===== src/rtl/dp_issue_stage.sv =====
`default_nettype none
// ============================================================================
// Module   : dp_issue_stage
// Purpose  : Issue stage in front of the datapath. It accepts an instruction,
//            reads operands from an 8x4 register file and issues them for one
//            cycle. After DP_LATENCY cycles it writes Y1/Y2 back to the
//            register file and counts the instruction as retired.
// Options  : ISSUE_BYPASS_EN - accept in WB and forward writeback values
// Revision : 1.0 - initial release
// ============================================================================
module dp_issue_stage #(
    parameter int DP_LATENCY = 1
) (
    input  logic        clk,
    input  logic        rst,
    input  logic        in_valid,
    output logic        in_ready,
    input  logic [25:0] in_instr,
    output logic        issue,
    output logic [2:0]  op,
    output logic        form,
    output logic [1:0]  vec,
    output logic [1:0]  write,
    output logic [3:0]  A,
    output logic [3:0]  B,
    output logic [3:0]  C,
    output logic [3:0]  D,
    output logic [3:0]  zero_reg,
    input  logic [3:0]  Y1,
    input  logic [3:0]  Y2,
    input  logic [2:0]  dbg_idx,
    output logic [3:0]  dbg_data,
    output logic [15:0] retired
);

    localparam logic [1:0] S_IDLE  = 2'd0;
    localparam logic [1:0] S_ISSUE = 2'd1;
    localparam logic [1:0] S_WAIT  = 2'd2;
    localparam logic [1:0] S_WB    = 2'd3;

    localparam logic [2:0] C_WAIT_LAST = 3'(DP_LATENCY - 1);
    localparam bit         C_HAS_WAIT  = (DP_LATENCY > 1);

    logic [1:0]  state_q;
    logic [1:0]  state_d;
    logic [2:0]  cnt_q;
    logic [2:0]  cnt_d;

    logic        w_ready;
    logic        w_accept;
    logic        w_issue;
    logic        w_wb;
    logic        w_we1;
    logic        w_we2;

    logic [3:0]  rf_q [8];
    logic [2:0]  w_src [4];
    logic [3:0]  w_opnd [4];
    logic [3:0]  w_zero;

    logic [2:0]  op_q;
    logic        form_q;
    logic [1:0]  vec_q;
    logic [1:0]  write_q;
    logic [2:0]  dst1_q;
    logic [2:0]  dst2_q;
    logic [3:0]  opnd_q [4];
    logic [3:0]  zero_q;
    logic [15:0] retired_q;

    assign w_src[0] = in_instr[17:15];
    assign w_src[1] = in_instr[14:12];
    assign w_src[2] = in_instr[11:9];
    assign w_src[3] = in_instr[8:6];

    assign w_accept = in_valid & w_ready;

    // r0 is never written, so writes to it are filtered here
    assign w_we1 = w_wb & write_q[0] & (dst1_q != 3'd0);
    assign w_we2 = w_wb & write_q[1] & (dst2_q != 3'd0);

    // ------------------------------------------------------------------
    // FSM: state register
    // ------------------------------------------------------------------
    always_ff @(posedge clk or posedge rst) begin
        if (rst) begin
            state_q <= S_IDLE;
            cnt_q   <= 3'd0;
        end else begin
            state_q <= state_d;
            cnt_q   <= cnt_d;
        end
    end

    // ------------------------------------------------------------------
    // FSM: next-state logic
    // ------------------------------------------------------------------
    always_comb begin
        state_d = state_q;
        cnt_d   = cnt_q;
        case (state_q)
            S_IDLE: begin
                if (w_accept) begin
                    state_d = S_ISSUE;
                end
            end
            S_ISSUE: begin
                if (C_HAS_WAIT) begin
                    state_d = S_WAIT;
                    cnt_d   = 3'd1;
                end else begin
                    state_d = S_WB;
                end
            end
            S_WAIT: begin
                // WAIT spans DP_LATENCY-1 cycles; cnt_q numbers them from 1
                if (cnt_q >= C_WAIT_LAST) begin
                    state_d = S_WB;
                end else begin
                    cnt_d = cnt_q + 3'd1;
                end
            end
            S_WB: begin
                state_d = w_accept ? S_ISSUE : S_IDLE;
            end
            default: begin
                state_d = S_IDLE;
            end
        endcase
    end

    // ------------------------------------------------------------------
    // FSM: output decode
    // ------------------------------------------------------------------
    always_comb begin
        w_issue = (state_q == S_ISSUE);
        w_wb    = (state_q == S_WB);
`ifdef ISSUE_BYPASS_EN
        w_ready = (state_q == S_IDLE) || (state_q == S_WB);
`else
        w_ready = (state_q == S_IDLE);
`endif
    end

    // ------------------------------------------------------------------
    // Operand read, with forwarding of the same-edge writeback if enabled
    // ------------------------------------------------------------------
    always_comb begin
        for (int i = 0; i < 4; i++) begin
            w_opnd[i] = rf_q[w_src[i]];
            w_zero[i] = (w_src[i] == 3'd0);
`ifdef ISSUE_BYPASS_EN
            if (w_we1 && (dst1_q == w_src[i])) begin
                w_opnd[i] = Y1;
            end
            // Y2 checked last so it wins a dst1==dst2 collision
            if (w_we2 && (dst2_q == w_src[i])) begin
                w_opnd[i] = Y2;
            end
`endif
        end
    end

    // ------------------------------------------------------------------
    // Instruction capture; held until the next accept
    // ------------------------------------------------------------------
    always_ff @(posedge clk or posedge rst) begin
        if (rst) begin
            op_q    <= 3'd0;
            form_q  <= 1'b0;
            vec_q   <= 2'd0;
            write_q <= 2'd0;
            dst1_q  <= 3'd0;
            dst2_q  <= 3'd0;
            zero_q  <= 4'd0;
            for (int i = 0; i < 4; i++) begin
                opnd_q[i] <= 4'd0;
            end
        end else if (w_accept) begin
            op_q    <= in_instr[25:23];
            form_q  <= in_instr[22];
            vec_q   <= in_instr[21:20];
            write_q <= in_instr[19:18];
            dst1_q  <= in_instr[5:3];
            dst2_q  <= in_instr[2:0];
            zero_q  <= w_zero;
            for (int i = 0; i < 4; i++) begin
                opnd_q[i] <= w_opnd[i];
            end
        end
    end

    // ------------------------------------------------------------------
    // Register file writeback and retired counter
    // ------------------------------------------------------------------
    always_ff @(posedge clk or posedge rst) begin
        if (rst) begin
            for (int i = 0; i < 8; i++) begin
                rf_q[i] <= 4'd0;
            end
            retired_q <= 16'd0;
        end else if (w_wb) begin
            if (w_we1) begin
                rf_q[dst1_q] <= Y1;
            end
            if (w_we2) begin
                rf_q[dst2_q] <= Y2;
            end
            retired_q <= retired_q + 16'd1;
        end
    end

    assign in_ready = w_ready;
    assign issue    = w_issue;
    assign op       = op_q;
    assign form     = form_q;
    assign vec      = vec_q;
    assign write    = write_q;
    assign A        = opnd_q[0];
    assign B        = opnd_q[1];
    assign C        = opnd_q[2];
    assign D        = opnd_q[3];
    assign zero_reg = zero_q;
    assign dbg_data = rf_q[dbg_idx];
    assign retired  = retired_q;

endmodule
`default_nettype wire


===== config.mk =====
export PLATFORM = sky130hd
export DESIGN_NAME = dp_issue_stage
export DESIGN_NICKNAME = d
export VERILOG_FILES = /design/src/rtl/dp_issue_stage.sv
export SDC_FILE = /design/constraint.sdc
export NUM_CORES = 1
export LEC_CHECK = 0
export CAP_MARGIN = 5
export CORE_ASPECT_RATIO = 0.5
export CORE_UTILIZATION = 50
export CTS_BUF_LIST = sky130_fd_sc_hd__clkbuf_4
export DETAILED_ROUTE_END_ITERATION = 10
export GPL_ROUTABILITY_DRIVEN = 0
export PLACE_DENSITY = 0.84
export REMOVE_ABC_BUFFERS = 1
export SYNTH_ARGS = -nofsm -noshare
export SYNTH_HDL_FRONTEND = slang
export SYNTH_SLANG_ARGS = --single-unit

===== constraint.sdc =====
create_clock -name clk -period 8.7 [get_ports clk]
set_clock_uncertainty 0.15 [all_clocks]
set_input_delay 2.175 -clock clk [delete_from_list [all_inputs] [get_ports clk]]
set_output_delay 2.175 -clock clk [all_outputs]
set_load 0.005 [all_outputs]

Yosys cells after proc, flatten, opt, wreduce, memory -nomap -nowiden
Cells that the tools add are included. W data, S select, Z words.

Register bits after elaboration: 87. Input port bits: 40. Output and inout port bits: 50. Word-level logic and storage cells: 91.

$add $sub $neg: 2. Magnitude comparators: 10. Equal/unequal tests: 5. Mux-type cells: 28. Bitwise logic cells: 13. Reduce and logical (&&, ||, !) cells: 11.

Operators by type and width (count): $mux W32 (3); $bwmux W32 (2); $bmux W4 S3 (5); $mux W4 (12); $ge A4 B4 Y1 const B (7); $not A3 Y4 (7); $demux W4 S3 (2); $add A16 B1 Y16 const B (1); $logic_not A3 Y1 (4); $lt A4 B1 Y1 const B (2); $pmux W2 S4 (1); $reduce_bool A3 Y1 (2); $and A1 B1 Y1 (5); $eq A2 B2 Y1 const B (2); $mux W2 (2); $reduce_and A2 Y1 (2); $add A3 B1 Y3 const B (1); $ge A3 B1 Y1 const B (1); $eq A2 B1 Y1 const B (1); $logic_and A1 B1 Y1 (2); $logic_not A2 Y1 (1); $ne A2 B1 Y1 const B (1); $ne A2 B2 Y1 const B (1); $mux W1 (1); $not A1 Y1 (1).

Depth between registers and ports, before layout
Depth in word-level cells: 10. Gate-level depth with buffers: 7. Depth with buffers taken out: 5.

Worst setup path after synthesis
Ideal clock, no wire load.

Path kind: input port to output port. From: input port dbg_idx[1]. To: output port dbg_data[3]. Arrival: 3255 ps. Slack: 3120 ps. Cell stages on the path: 3. Cells stage by stage: clkbuf_1 -> mux4_2 -> mux2_2.

Word-level cells in the longest chain between the ends: 4.

RTL lines: from (decl) (line 31) `input logic [2:0] dbg_idx,`; $not A3 Y4 (implied by the code) (line 224) `assign dbg_data = rf_q[dbg_idx];`; $bmux W4 S3 (line 224); $mux W4 (implied by the code) (2 in a row) (line 224); to (decl) (line 32) `output logic [3:0] dbg_data,`.

No other way between the ends. The select of a mux whose other input is x is not followed.

Worst setup path in the final report
From: input port dbg_idx[0]. To: output port dbg_data[3].

Same word-level chain as after synthesis.

==> PnR_summary.wiki <==
{| class="wikitable"
! Metric !! Value
|-
| Worst setup EP type || output port
|-
| Slew headroom || between 20 and 30%
|-
| Post-synthesis cell area || 0.00496 mm2
|-
| Number of instances on the worst hold path || 2
|-
| Total of hold buffers inserted after clock tree synthesis || 0
|-
| Fraction of synthesized cell area taken by the top area cell type || 42.3%
|-
| Count of port buffers added during placement || 89
|-
| Count of state elements after synthesis || 84
|-
| Met2 WL || between 5 and 6 mm
|-
| ANT nets after route || 0
|-
| Final Hold Viols || 0
|-
| Starting utilization of the core area || 52.0%
|-
| Insertion delay to the later sink of the worst-skew pair || approximately 460 ps
|-
| DRC violations left || 0
|-
| Post-layout worst setup margin || about 2100 ps
|-
| Final max-slew violation count || 0
|-
| Placeable core region || approximately 0.0095 mm2
|-
| Sequential area share after synthesis || roughly 42%
|-
| Most frequent cells after synthesis || 84 x sky130_fd_sc_hd__dfrtp_1, 81 x sky130_fd_sc_hd__mux2i_1, 53 x sky130_fd_sc_hd__nand2_1
|-
| # Max-Cap Violations || 0
|-
| Overflow after GRT || 0
|-
| Number of cells in the design after placement || 653
|-
| Multi-input gate area in the final layout || between 0.002 and 0.003 mm2
|-
| Antenna violations before repair || 0
|-
| Crit path required time || about 6400 ps
|-
| Chip height || around 72 um
|-
| Highest routing layer actually used || met4
|-
| Result of the run || finished clean
|-
| Die width || around 140 um
|-
| Total of cells resized after clock tree synthesis || 0
|-
| Post-CTS setup buffer count || 0
|-
| Post-synthesis mux area share || 26.3%
|-
| Num Clock Sinks || between 80 and 90
|-
| Global routing usage summed across all routing layers || a little over a quarter
|-
| Post-synthesis cell type with the largest combined area || sky130_fd_sc_hd__dfrtp_1
|-
| RR Startpoint || state_q[0]
|-
| Maximum fanout encountered on the critical timing path || 8
|-
| Worst setup path class || input pin to output port
|-
| Setup TNS || 0 ps
|-
| Path class of the lowest-slack min-delay path || register to register
|-
| Global-route wire length before repair || ~20 mm
|-
| Syn Area/Cell || ~11 um2
|-
| Worst slack on hold paths || 341 ps
|-
| Root buffer cell || sky130_fd_sc_hd__clkbuf_4
|-
| Clock-pin slew on the worst setup and hold paths || 140 ps
|-
| Filler Cell Count || slightly below 800
|-
| Post-route fraction of the period consumed by the critical path || about 75%
|-
| Fraction of final layout cells with drive strength greater than 1 || between 10% and 20%
|-
| Row count || 25
|-
| HPWL reported at the end of detailed placement || 8.88 mm
|-
| Total power consumption of the routed design || approximately 0.0017 W
|-
| Drt first-iter violations || roughly 290
|-
| Top reg by flops || rf_q
|-
| Most frequent cell after synthesis || sky130_fd_sc_hd__dfrtp_1
|-
| Count of vias placed by the detailed router || a little under 4000
|-
| Post-synthesis adder-cell area fraction || approximately 1%
|-
| Unrepaired setup endpoints after global routing || no
|-
| Number of primary I/O pins || 90
|-
| Synth area leaders || sky130_fd_sc_hd__dfrtp_1 42%, sky130_fd_sc_hd__mux2i_1 16%, sky130_fd_sc_hd__mux2_2 4.3%, sky130_fd_sc_hd__mux4_2 4.1%, sky130_fd_sc_hd__nand2_1 4.0%
|-
| Area of the die || ~0.010 mm2
|-
| Number of global-route vias before repair || between 3000 and 4000
|-
| CP arrival || approximately 4200 ps
|-
| Worst setup startpoint || dbg_idx[0]
|-
| Final WL || 12.8 mm
|-
| Fmax || 153 MHz
|-
| Met3 wire length || between 1 and 1.5 mm
|-
| Dominant combinational cell family by area after synthesis || multiplexers
|-
| Number of detailed-routing iterations run before antenna repair || 5
|-
| Final critical delay including setup and external delays || between 6000 and 7000 ps
|-
| Number of nets at the end of the flow || 573
|-
| Startpoint types || input pin
|-
| Sequential cell area || ~0.0021 mm2
|-
| CTS buffer count || 9
|-
| Fraction of registers with async set/reset || 100%
|-
| Buffer depth of the longest clock path || 2
|-
| Lkg Pwr || 2.52 nW
|-
| Compound-Gate Fraction of Synth Area || between 10% and 20%
|-
| Synth unique cells || between 40 and 50
|-
| Slew of the pin with the lowest slew margin || roughly 1100 ps
|-
| H-tree levels || 3
|-
| Number of synthesized flops with an enable pin || 0
|-
| Post-detailed-route wirelength per cell || ~19 um
|-
| Final number of setup-violating endpoints || 0
|-
| Worst ir drop on vdd || roughly 0.15 mV
|-
| Largest register FFs || 32
|-
| Cell Pwr Density || 280 mW/mm2
|-
| Length in cells of the worst reg-to-reg path || 4
|-
| Post-Route M1 WL || ~5.4 mm
|-
| Vias per std cell || approximately 6
|-
| Number of warning messages in the yosys log || 0
|-
| Setup slack at placement || approximately 2100 ps
|-
| TritonCTS clock tree || built
|-
| Ys flop type || sky130_fd_sc_hd__dfrtp_1
|-
| Post-Synthesis Cells || 453
|-
| Start point of the worst hold path || A[0]
|-
| Area delta synth->final || 20.6%
|-
| Finished Layout Cells || 669
|-
| Simple-gate share of the synthesized area || about 13%
|-
| Total inserted antenna cells || 0
|-
| Xor/xnor cell area share of the yosys netlist || around 2.6%
|-
| Largest net degree at the start of global routing || 85
|}
worst paths after layout:
check	to	slack (ps)
max in group asynchronous	A[1]	5540
setup / recovery	dbg_data[3]	2140
hold / removal	A[0]	340
hold reg to reg	A[0]	340
setup reg to reg	rf_q[17]	6010
min in group asynchronous	C[1]	2200
power breakdown:
part           total, W  internal [W]  switching (W)
Sequential     0.000776      0.000541       0.000235
Combinational  0.000691      0.000413       0.000277
Clock          0.000207     0.0000618       0.000145
Total           0.00167       0.00102       0.000657
cell type report:
type,instances,share of cell area [%]
inverters,4,0.272
multi-input cells,340,44.9
clock inverters,6,0.648
flip-flops and latches,84,35.1
repair buffers,90,15.0
clock buffers,10,1.25
well taps,135,2.82
cell usage in the layout, fill, tap and decap left out, types with 6 or more instances in the layout:
| cell type | Yosys | routed |
|---|---|---|
| sky130_fd_sc_hd__clkdlybuf4s50_1 | 0 | 89 |
| sky130_fd_sc_hd__nand3_1 | 6 | 6 |
| sky130_fd_sc_hd__xnor2_1 | 11 | 11 |
| sky130_fd_sc_hd__a21oi_1 | 10 | 10 |
| sky130_fd_sc_hd__mux2i_1 | 81 | 81 |
| sky130_fd_sc_hd__clkbuf_4 | 0 | 10 |
| sky130_fd_sc_hd__o21ai_0 | 26 | 26 |
| sky130_fd_sc_hd__nor2b_1 | 7 | 7 |
| sky130_fd_sc_hd__a2bb2oi_1 | 7 | 7 |
| sky130_fd_sc_hd__a22oi_1 | 24 | 24 |
| sky130_fd_sc_hd__or2_2 | 6 | 6 |
| sky130_fd_sc_hd__nor2_1 | 19 | 19 |
| sky130_fd_sc_hd__mux2_2 | 19 | 19 |
| sky130_fd_sc_hd__nand2_1 | 53 | 52 |
| sky130_fd_sc_hd__dfrtp_1 | 84 | 84 |
| sky130_fd_sc_hd__nand2b_1 | 11 | 11 |
| sky130_fd_sc_hd__mux4_2 | 9 | 9 |
metal layers:
| metal | track usage (%) | up-vias |
|---|---|---|
| met2 | 40.3 | 177 |
| met3 | 7.26 | 42 |
| met1 | 35.4 | 1886 |
| met5 | 0 | - |
| met4 | 11.9 | 0 |
| li1 | - | 1829 |
worst max-delay path: stages:
cell and delay (ps):
sky130_fd_sc_hd__clkdlybuf4s50_1 760, sky130_fd_sc_hd__mux4_2 550, sky130_fd_sc_hd__mux2_2 270, sky130_fd_sc_hd__clkdlybuf4s50_1 470
cell families (layout without fill, tap and decap cells):
group,count (synthesis),in the layout
AO/OA/AOI/OAI,84,84
XOR/XNOR,15,15
adder cells (fa/ha/maj),4,4
buffers and inverters,29,110
flip-flops,84,84
multiplexers,112,112
AND/OR/NAND/NOR,125,125
stage by stage:
step,util (%),area (um2)
CTS,62.8,5990
global route,62.8,5990
floorplan,-,4800
global placement,61.6,5870
detailed placement,61.6,5870
finish,62.8,5990
Note: power is estimated with default switching activity, not from simulation.
